[src/rtl/hex_8digit_scanner.sv]
// hex_8digit_scanner: multiplexes a once-per-frame snapshot of a 32-bit value onto an 8-digit common-anode display.
// Defining HEX_SCANNER_LEADING_ZERO_BLANK_EN blanks leading-zero digits, except digit 0 and digits whose decimal point is lit.
module hex_8digit_scanner #(
  parameter int TICK_DIV     = 100000,
  parameter int BLANK_CYCLES = 4
) (
  input  logic        clk_i,
  input  logic        clear_i,
  input  logic [31:0] data_i,
  input  logic [7:0]  dp_mask_i,
  output logic [7:0]  an_o,
  output logic [6:0]  seg_o,
  output logic        dp_o,
  output logic        frame_done_o
);
  localparam int TW = $clog2(TICK_DIV);
  localparam logic [TW-1:0] LAST = TW'(TICK_DIV - 1);
  localparam logic [TW-1:0] BLANK_T = TW'(BLANK_CYCLES);
  // Active-low {g..a} patterns for hex digits 0..F, with digit 0 in the low bits
  localparam logic [111:0] ENC = {7'h0E, 7'h06, 7'h21, 7'h46, 7'h03, 7'h08, 7'h10, 7'h00,
                                  7'h78, 7'h02, 7'h12, 7'h19, 7'h30, 7'h24, 7'h79, 7'h40};
  logic [TW-1:0] tick_q, tick_d;
  logic [2:0]    digit_q, digit_d;
  logic [31:0]   snap_q;
  logic          load_pending_q;
  logic [7:0]    an_q, an_d;
  logic [6:0]    seg_q, seg_d;
  logic          dp_q, dp_d;
  logic          frame_done_q;
  logic          wrap, frame_end, lit;
  logic [3:0]    nib;
  always_comb begin
    wrap      = tick_q == LAST;
    frame_end = wrap && digit_q == 3'd7;
    tick_d    = wrap ? '0 : tick_q + 1'b1;
    digit_d   = digit_q + 3'(wrap);
    nib       = snap_q[{digit_q, 2'b00} +: 4];
`ifdef HEX_SCANNER_LEADING_ZERO_BLANK_EN
    lit = tick_q >= BLANK_T &&
          !(digit_q != 3'd0 && (snap_q >> {digit_q, 2'b00}) == 32'd0 && !dp_mask_i[digit_q]);
`else
    lit = tick_q >= BLANK_T;
`endif
    an_d  = lit ? ~(8'b1 << digit_q) : 8'hFF;
    seg_d = lit ? ENC[7'(nib) * 7'd7 +: 7] : 7'h7F;
    dp_d  = lit ? ~dp_mask_i[digit_q] : 1'b1;
  end
  always_ff @(posedge clk_i) begin
    if (clear_i) begin
      tick_q         <= '0;
      digit_q        <= '0;
      snap_q         <= '0;
      load_pending_q <= 1'b1;
      an_q           <= 8'hFF;
      seg_q          <= 7'h7F;
      dp_q           <= 1'b1;
      frame_done_q   <= 1'b0;
    end else begin
      tick_q         <= tick_d;
      digit_q        <= digit_d;
      if (load_pending_q || frame_end) snap_q <= data_i;
      load_pending_q <= 1'b0;
      an_q           <= an_d;
      seg_q          <= seg_d;
      dp_q           <= dp_d;
      frame_done_q   <= frame_end;
    end
  end
  assign an_o         = an_q;
  assign seg_o        = seg_q;
  assign dp_o         = dp_q;
  assign frame_done_o = frame_done_q;
endmodule

[config.mk]
export PLATFORM = sky130hd
export DESIGN_NAME = hex_8digit_scanner
export DESIGN_NICKNAME = d
export VERILOG_FILES = /design/src/rtl/hex_8digit_scanner.sv
export SDC_FILE = /design/constraint.sdc
export NUM_CORES = 1
export LEC_CHECK = 0
export BUFFER_PORTS_ARGS = -buffer_cell sky130_fd_sc_hd__buf_2
export CAP_MARGIN = 20
export CORE_MARGIN = 2
export CORE_UTILIZATION = 52
export CTS_CLUSTER_DIAMETER = 80
export CTS_CLUSTER_SIZE = 40
export DETAILED_ROUTE_END_ITERATION = 16
export GPL_TIMING_DRIVEN = 0
export PLACE_DENSITY = 0.76
export SLEW_MARGIN = 15
export SYNTH_ARGS = -nofsm -noshare
export SYNTH_HDL_FRONTEND = slang
export SYNTH_SLANG_ARGS = --single-unit
[constraint.sdc]
create_clock -name clk_i -period 4.6 [get_ports clk_i]
set_input_delay 0.23 -clock clk_i [delete_from_list [all_inputs] [get_ports clk_i]]
set_output_delay 0.23 -clock clk_i [all_outputs]
set_load 0.03 [all_outputs]
### Word level (Yosys, flattened, before mapping)

Index checks and enable logic that the tools add are counted.

| word-level totals | value |
|---|---|
| bits in registers | 70 |
| bits in latches | 0 |
| bits in writable memories | 0 |
| ROM bits | 0 |
| output and inout port bits | 17 |
| word-level logic and storage cells | 28 |
| memories kept | 0 |

| cells by class | value |
|---|---|
| add/sub/neg operators | 2 |
| multiply operators | 1 |
| div/mod/pow operators | 0 |
| magnitude comparators | 2 |
| eq/ne operators | 2 |
| shift-type cells | 3 |
| mux-type cells | 3 |
| bitwise logic cells | 3 |
| reduce and logical (&&, ||, !) cells | 4 |

Operators with widths:

| operator | number |
|---|---|
| 112-bit by 8-bit indexed part select with 7-bit output (first input constant) | 1 |
| 32-bit by 6-bit indexed part select with 4-bit output | 1 |
| 17-bit by 1-bit adder with 17-bit output (second input constant) | 1 |
| 17-bit equality test (second input constant) | 1 |
| 17-bit by 3-bit greater-or-equal comparator with 1-bit output (second input constant) | 1 |
| 8-bit NOT | 1 |
| 1-bit by 3-bit left shift with 8-bit output (first input constant) | 1 |
| 4-bit by 3-bit multiplier with 7-bit output (second input constant) | 1 |
| 3-bit by 4-bit less-than comparator with 1-bit output (second input constant) | 1 |
| 2-bit OR reduction | 2 |
| 3-bit by 1-bit adder with 3-bit output | 1 |
| 1-bit binary-select mux with 3-bit select | 1 |
| 3-bit equality test (second input constant) | 1 |
| 1-bit two-way mux | 2 |
| 1-bit NOT | 2 |
| 1-bit logical AND | 1 |
| 1-bit logical OR | 1 |

### Longest topological paths before layout

Gate-level depths: netlist of run 1.

| logic depth | value |
|---|---|
| word-level depth | 3 |
| depth in mapped cells | 10 |

### Worst setup path after synthesis of run 1

Ideal clock, no wire load.

| path | value |
|---|---|
| path type | flip-flop to flip-flop |
| start | register digit_q[2] |
| end | register seg_q[5], in the netlist seg_o[5] |
| library setup time | 0.141 ns |
| arrival time | 2.141 ns |
| data required time | 4.459 ns |
| setup slack | 2.317 ns |
| cell stages (with the launch flop) | 9 |
| path buffers | 1 |
| period minus slack after synthesis | 2.283 ns |
| cells stage by stage | dfxtp_1 -> buf_1 -> mux4_2 -> mux2i_1 -> inv_1 -> ha_1 -> mux2_2 -> nand2_1 -> o211ai_1 |

| on the way | value |
|---|---|
| cells in the longest elaborated chain, start to end | 3 |

RTL lines:

| element | RTL line | RTL |
|---|---|---|
| start, declared | 23 | `logic [2:0] digit_q, digit_d;` |
| start signal, assigned | 60 | `digit_q <= digit_d;` |
| 32-bit by 6-bit indexed part select with 4-bit output | 37 | `nib = snap_q[{digit_q, 2'b00} +: 4];` |
| 4-bit by 3-bit multiplier with 7-bit output | 45 | `seg_d = lit ? ENC[7'(nib) * 7'd7 +: 7] : 7'h7F;` |
| 112-bit by 8-bit indexed part select with 7-bit output | 45 |  |
| end signal, assigned | 64 | `seg_q <= seg_d;` |
| end, declared | 27 | `logic [6:0] seg_q, seg_d;` |

Every way passes these cells.
A chain may end at the register's enable or synchronous reset.

### Worst setup path in the final report of run 1

Same ends and word-level chain as after synthesis.

==> run metrics, run 1 <==
placed insts=433; top cells by area, synth=dfxtp_1, mux2i_1, nor2_1; Die W=81.6 µm; post-synthesis instance total=300; ANT nets after route=0; worst setup path startpoint=digit_q[2]; GP Congestion=0.830; initial DRC count=98; status=complete, no violations; Root Driver=clkbuf_8; prevailing post-synth register cell=dfxtp_1; clock latency on the worst-skew pair=0.34 ns; postcts setup bufs=0; endpoints failing hold=0; PD cells=346 nW/µm²; first-pass GRT wire length=10.0 mm; RSZ-0062 raised after global routing=no; register area share after synthesis=0.448; number of synthesized register bits=70; setup_tns=0 ns; Antenna diodes=0; reg-to-reg critical path endpoint=seg_o[5]; Max Freq=358 MHz; post-synth net total=352; CORE AREA=5890 µm²; total length of routed wires=6.00 mm; Post-synth EDFFs=0; instance area after placement=3510 µm²; Core Rows=28; DR vias=2295; vias in the first global route=2230; critical path arrival=2.99 ns; Vert. Die Dim=81.6 µm; final std cells w/o fill=448; # IOs=59; hold depth=1; vias per inst=5.12; max capacitance violation total=0; H-tree depth=3; CP Launch Type=flip-flop; CTS tree=built; Final Skew=0.00748 ns; Final Cycle Share=0.607; Multi-input gate area=1590 µm²; post-cts sizing count=0; worst reg2reg startpoint=digit_q[2]; final setup fails=0; Req. time, crit path=4.80 ns; initial antenna violation count=0; DR DRC count=0; grt ovf=0; Power Total=0.00129 W; slew margin rel.=0.531; Reg2Reg Setup Slack=1.81 ns; CP Capture Type=flip-flop; worst r2r path cells=8; crit path kind=flip-flop to flip-flop; maximum vdd drop=0.214 mV; hold_buf cts=0; Hold Crit Class=input port to flip-flop; Syn-to-layout area delta=19.1%; share of cells above drive strength 1=0.271; Die ar.=6660 µm²; Period minus WS final=2.79 ns; Worst-Margin Slew=0.684 ns; GRT Overall Usage=0.199; WL/cell=13.4 µm; critical path peak fanout=10; Pre-antenna DRT Iters=4; cts bufs inserted=9; top-area cell type share of the netlist area=0.448; Register Area=1400 µm²; Ys Warns=0; area leader, netlist=dfxtp_1; largest net degree at the start of global routing=12; nets=421; last element of the critical path=seg_o[5]; Yosys cell types=39; Slew Limit Fails=0; placed wire-length estimate=4.40 mm; post-synthesis area per instance=10.4 µm²; Fill cells=497; Final Cell Area=3730 µm²; static leakage=1.63 nW; synthesized area=3130 µm²; starting density of the core=0.532; input/output buffers=58; clk slew on worst S/H paths=0.07 ns; Clock Tree Buf Depth=2; fraction of registers with async set/reset=0; clock sinks=70
[metal layers]
layer  vias up  global-route usage  part of all wire
li1       1170                   -                 -
met1      1045               0.239              0.46
met2        71               0.331              0.46
met3         9              0.0538             0.066
met4         0              0.0950             0.016
met5         -                   0                 0
[where the power goes]
part	total [W]	switching, W	internal, W
sequential	0.000640	0.0000120	0.000628
combinational	0.000114	0.0000578	0.0000565
clock	0.000536	0.000218	0.000319
[cell usage after synthesis (2+ instances only)]
cell type,count
mux4_2,7
xnor2_1,8
or4_1,2
dfxtp_1,70
mux2_2,6
xor2_1,9
inv_1,7
ha_1,10
nand2_1,16
nor2b_1,4
o211ai_1,3
o221ai_1,2
clkbuf_1,5
nand4_1,3
nor3_1,3
nor2_1,57
nand3_1,11
buf_2,3
mux2i_1,43
buf_6,7
and3_1,6
[placed cells by master, fill, tap and decap left out, drive strengths merged]
master	count
a211oi	2
a22o	1
a31oi	1
and2	2
and3	6
and3b	1
and4	1
and4b	1
buf	69
bufinv	2
clkbuf	17
clkinv	1
dfxtp	70
ha	10
inv	7
mux2	6
mux2i	43
mux4	7
nand2	16
nand2b	1
nand3	11
nand4	3
nor2	57
nor2b	4
nor3	4
nor4	1
nor4b	1
o211ai	3
o221ai	2
o32ai	1
or2	1
or3	1
or4	3
xnor2	8
xor2	9
[logic make-up after synthesis]
| logic type | count (synthesis) | share of synthesized area |
|---|---|---|
| AO/OA/AOI/OAI | 10 | 0.0316 |
| XOR/XNOR | 17 | 0.0476 |
| adder cells (fa/ha/maj) | 10 | 0.0400 |
| buffers and inverters | 23 | 0.0456 |
| flip-flops | 70 | 0.448 |
| multiplexers | 56 | 0.209 |
| AND/OR/NAND/NOR | 114 | 0.178 |
[critical path, cell delays in order (launching register included)]
cell	delay, ns
dfxtp_1	0.38
buf_1	0.44
mux4_2	0.38
mux2i_1	0.56
inv_1	0.17
ha_1	0.29
mux2_2	0.28
nand2_1	0.06
o211ai_1	0.08
[how the worst min path moves through the flow]
stage | from | end | slack [ns]
after floorplan | clear_i | load_pending_q | 0.26
after global placement | clear_i | load_pending_q | 0.40
after detailed placement | clear_i | load_pending_q | 0.41
after CTS | clear_i | load_pending_q | 0.05
after global routing | clear_i | load_pending_q | 0.05
final | clear_i | load_pending_q | 0.07
[area by class of cell]
type                       count  area share
buffer                        16      0.0312
clock inverter                 3      0.0185
clock buffer                  12      0.0389
tap                           75      0.0252
inverter                       7     0.00705
sequential                    70       0.376
multi-input combinational    207       0.426
timing repair buffer          58      0.0779
[state kept, by name (all words and copies together) (netlist names)]
name / flops
seg_o: 7
snap_q: 32
dp_o: 1
tick_q: 17
an_o: 8
load_pending_q: 1
frame_done_o: 1
digit_q: 3
[per-stage QoR]
step                utilization  hold slack (ns)  setup slack, ns
finish                    0.634           0.0671             1.81
floorplan                     -            0.258             2.32
detailed placement        0.597            0.407             1.78
CTS                       0.634           0.0497             1.76
global route              0.634           0.0522             1.59
global placement          0.597            0.402             1.83
No activity file was read; power rests on OpenSTA's default activity.
==> run 2, diff against run 1 <==
--- a/config.mk
+++ b/config.mk
@@ -8,7 +8,7 @@
 export BUFFER_PORTS_ARGS = -buffer_cell sky130_fd_sc_hd__buf_2
 export CAP_MARGIN = 20
 export CORE_MARGIN = 2
-export CORE_UTILIZATION = 52
+export CORE_UTILIZATION = 50
 export CTS_CLUSTER_DIAMETER = 80
 export CTS_CLUSTER_SIZE = 40
 export DETAILED_ROUTE_END_ITERATION = 16
==> constraint.sdc (replaced) <==
create_clock -name clk_i -period 2.5 [get_ports clk_i]
set_input_delay 0.125 -clock clk_i [delete_from_list [all_inputs] [get_ports clk_i]]
set_output_delay 0.125 -clock clk_i [all_outputs]
set_load 0.03 [all_outputs]
==> run 2 against run 1 <==
Net effect: global-route usage shrank 0.50 points; sequential power rose by 84%; combinational power is 97% higher; register-to-register slack lost 1.7 ns.
==> run metrics, run 2 (same netlist as run 1, synthesis figures left out) <==
setup_tns=0 ns (unchanged); static leakage=1.69 nW (+3.5%); PD cells=671 nW/µm² (+94%); CORE AREA=5990 µm² (+1.8%); Root Driver=clkbuf_8; endpoints failing hold=0 (unchanged); status=complete, no violations; Pre-antenna DRT Iters=4 (unchanged); nets=427 (+1.4%); crit path kind=flip-flop to flip-flop; placed wire-length estimate=4.44 mm (+1.0%); Final Cell Area=3860 µm² (+3.5%); ANT nets after route=0 (unchanged); total length of routed wires=6.33 mm (+5.4%); Final Skew=0.0124 ns (+0.00491 ns); initial DRC count=69 (-30%); Die W=83.1 µm (+1.9%); Hold Crit Class=input port to flip-flop; most frequent cells in the layout=dfxtp_1, buf_2, nor2_1; max capacitance violation total=0 (unchanged); DR vias=2331 (+1.6%); DR DRC count=0 (unchanged); GRT Overall Usage=0.194 (-0.00504); Slew Limit Fails=0 (unchanged); WL/cell=13.9 µm (+3.7%); max reg flops=32 (unchanged); share of cells above drive strength 1=0.287 (+0.0161); CP Launch Type=flip-flop; Worst-Margin Slew=0.564 ns (-0.120 ns); vias per inst=5.12 (about the same); largest net degree at the start of global routing=20 (+8); hold_ws=0.0108 ns (-0.0563 ns); clock sinks=70 (unchanged); Die ar.=6910 µm² (+3.8%); Final Cycle Share=0.960 (+0.353); critical path peak fanout=19 (+9); # IOs=59 (unchanged); clock latency on the worst-skew pair=0.34 ns (about the same); CTS tree=built; cts bufs inserted=9 (unchanged); critical path arrival=2.61 ns (-0.38 ns); grt ovf=0 (unchanged); Antenna diodes=0 (unchanged); Fill cells=502 (+1.0%); starting density of the core=0.523 (-0.00933); commonest non-fill, non-tap cell in the layout=dfxtp_1; H-tree depth=3 (unchanged); Clock Tree Buf Depth=2 (unchanged); Max Freq=417 MHz (+16%); initial antenna violation count=0 (unchanged); first-pass GRT wire length=10.8 mm (+7.4%); Core Rows=28 (unchanged); vias in the first global route=2338 (+4.8%); Period minus WS final=2.40 ns (-0.394 ns); input/output buffers=58 (unchanged); largest reg by FF count=snap_q; Vert. Die Dim=83.1 µm (+1.9%); final std cells w/o fill=455 (+1.6%); final setup fails=0 (unchanged); instance area after placement=3510 µm² (unchanged); final core utilization=0.644 (+0.0106); GP Congestion=0.864 (+4.2%); CP Capture Type=flip-flop; maximum vdd drop=0.376 mV (+76%); clk slew on worst S/H paths=0.08 ns (about the same); Syn-to-layout area delta=23.3%; Req. time, crit path=2.71 ns (-2.09 ns); slew margin rel.=0.621 (+0.0903); placed insts=433 (unchanged)
run 2: worst max-delay path, stage by stage, from the launching register on:
cell	delay (ns)
dfxtp_1	0.40
buf_8	0.22
mux4_2	0.55
mux2i_4	0.26
inv_1	0.12
ha_1	0.24
nor4b_1	0.40
a211oi_2	0.08
run 2: cell type report:
class                           count  area [µm²]  area share
Buffer                             15         123      0.0318
Clock buffer                       10         128      0.0331
Clock inverter                      6         134      0.0347
Inverter                            7        26.3     0.00681
Multi-Input combinational cell    207        1600       0.414
Sequential cell                    70        1400       0.363
Tap cell                           75        93.8      0.0243
Timing Repair Buffer               65         353      0.0914
run 2: what timing repair did:
action / 4_1_cts / 5_1_grt
hold endpoints to repair: 4 / 0
hold buffers: 4 / 0
buffers inserted: 0 / 3
gates resized for setup: 5 / 3
endpoints found under the setup margin: 7 / 4
run 2: final timing paths:
path	startpoint	to	slack, ns	cells past startpoint
setup reg to reg	digit_q[1]	seg_o[0]	0.1	7
hold reg to reg	tick_q[0]	tick_q[0]	0.48	1
hold / removal	data_i[22]	snap_q[22]	0.01	3
setup / recovery	digit_q[1]	seg_o[0]	0.1	7
run 2: power breakdown:
part / internal [W] / leakage (nW) / switching, W / total [W]
Combinational: 0.000113 / 0.988 / 0.000112 / 0.000225
Sequential: 0.00116 / 0.573 / 0.0000219 / 0.00118
Clock: 0.000764 / 0.130 / 0.000423 / 0.00119
run 2: per-stage QoR:
step	setup WS (ns)	total power, W
final	0.0995	0.00259
after global routing	-0.00265	0.00269
after CTS	0.0274	0.00261
after detailed placement	-0.358	0.00142
after global placement	-0.298	0.00141
after floorplan	0.217	0.00135
run 2: per-layer routing:
layer | share of wire | GRT usage | vias to the layer above
li1 | - | - | 1185
met1 | 0.48 | 0.243 | 1085
met2 | 0.47 | 0.320 | 54
met3 | 0.036 | 0.0378 | 7
met4 | 0.013 | 0.0939 | 0
met5 | 0 | 0 | -
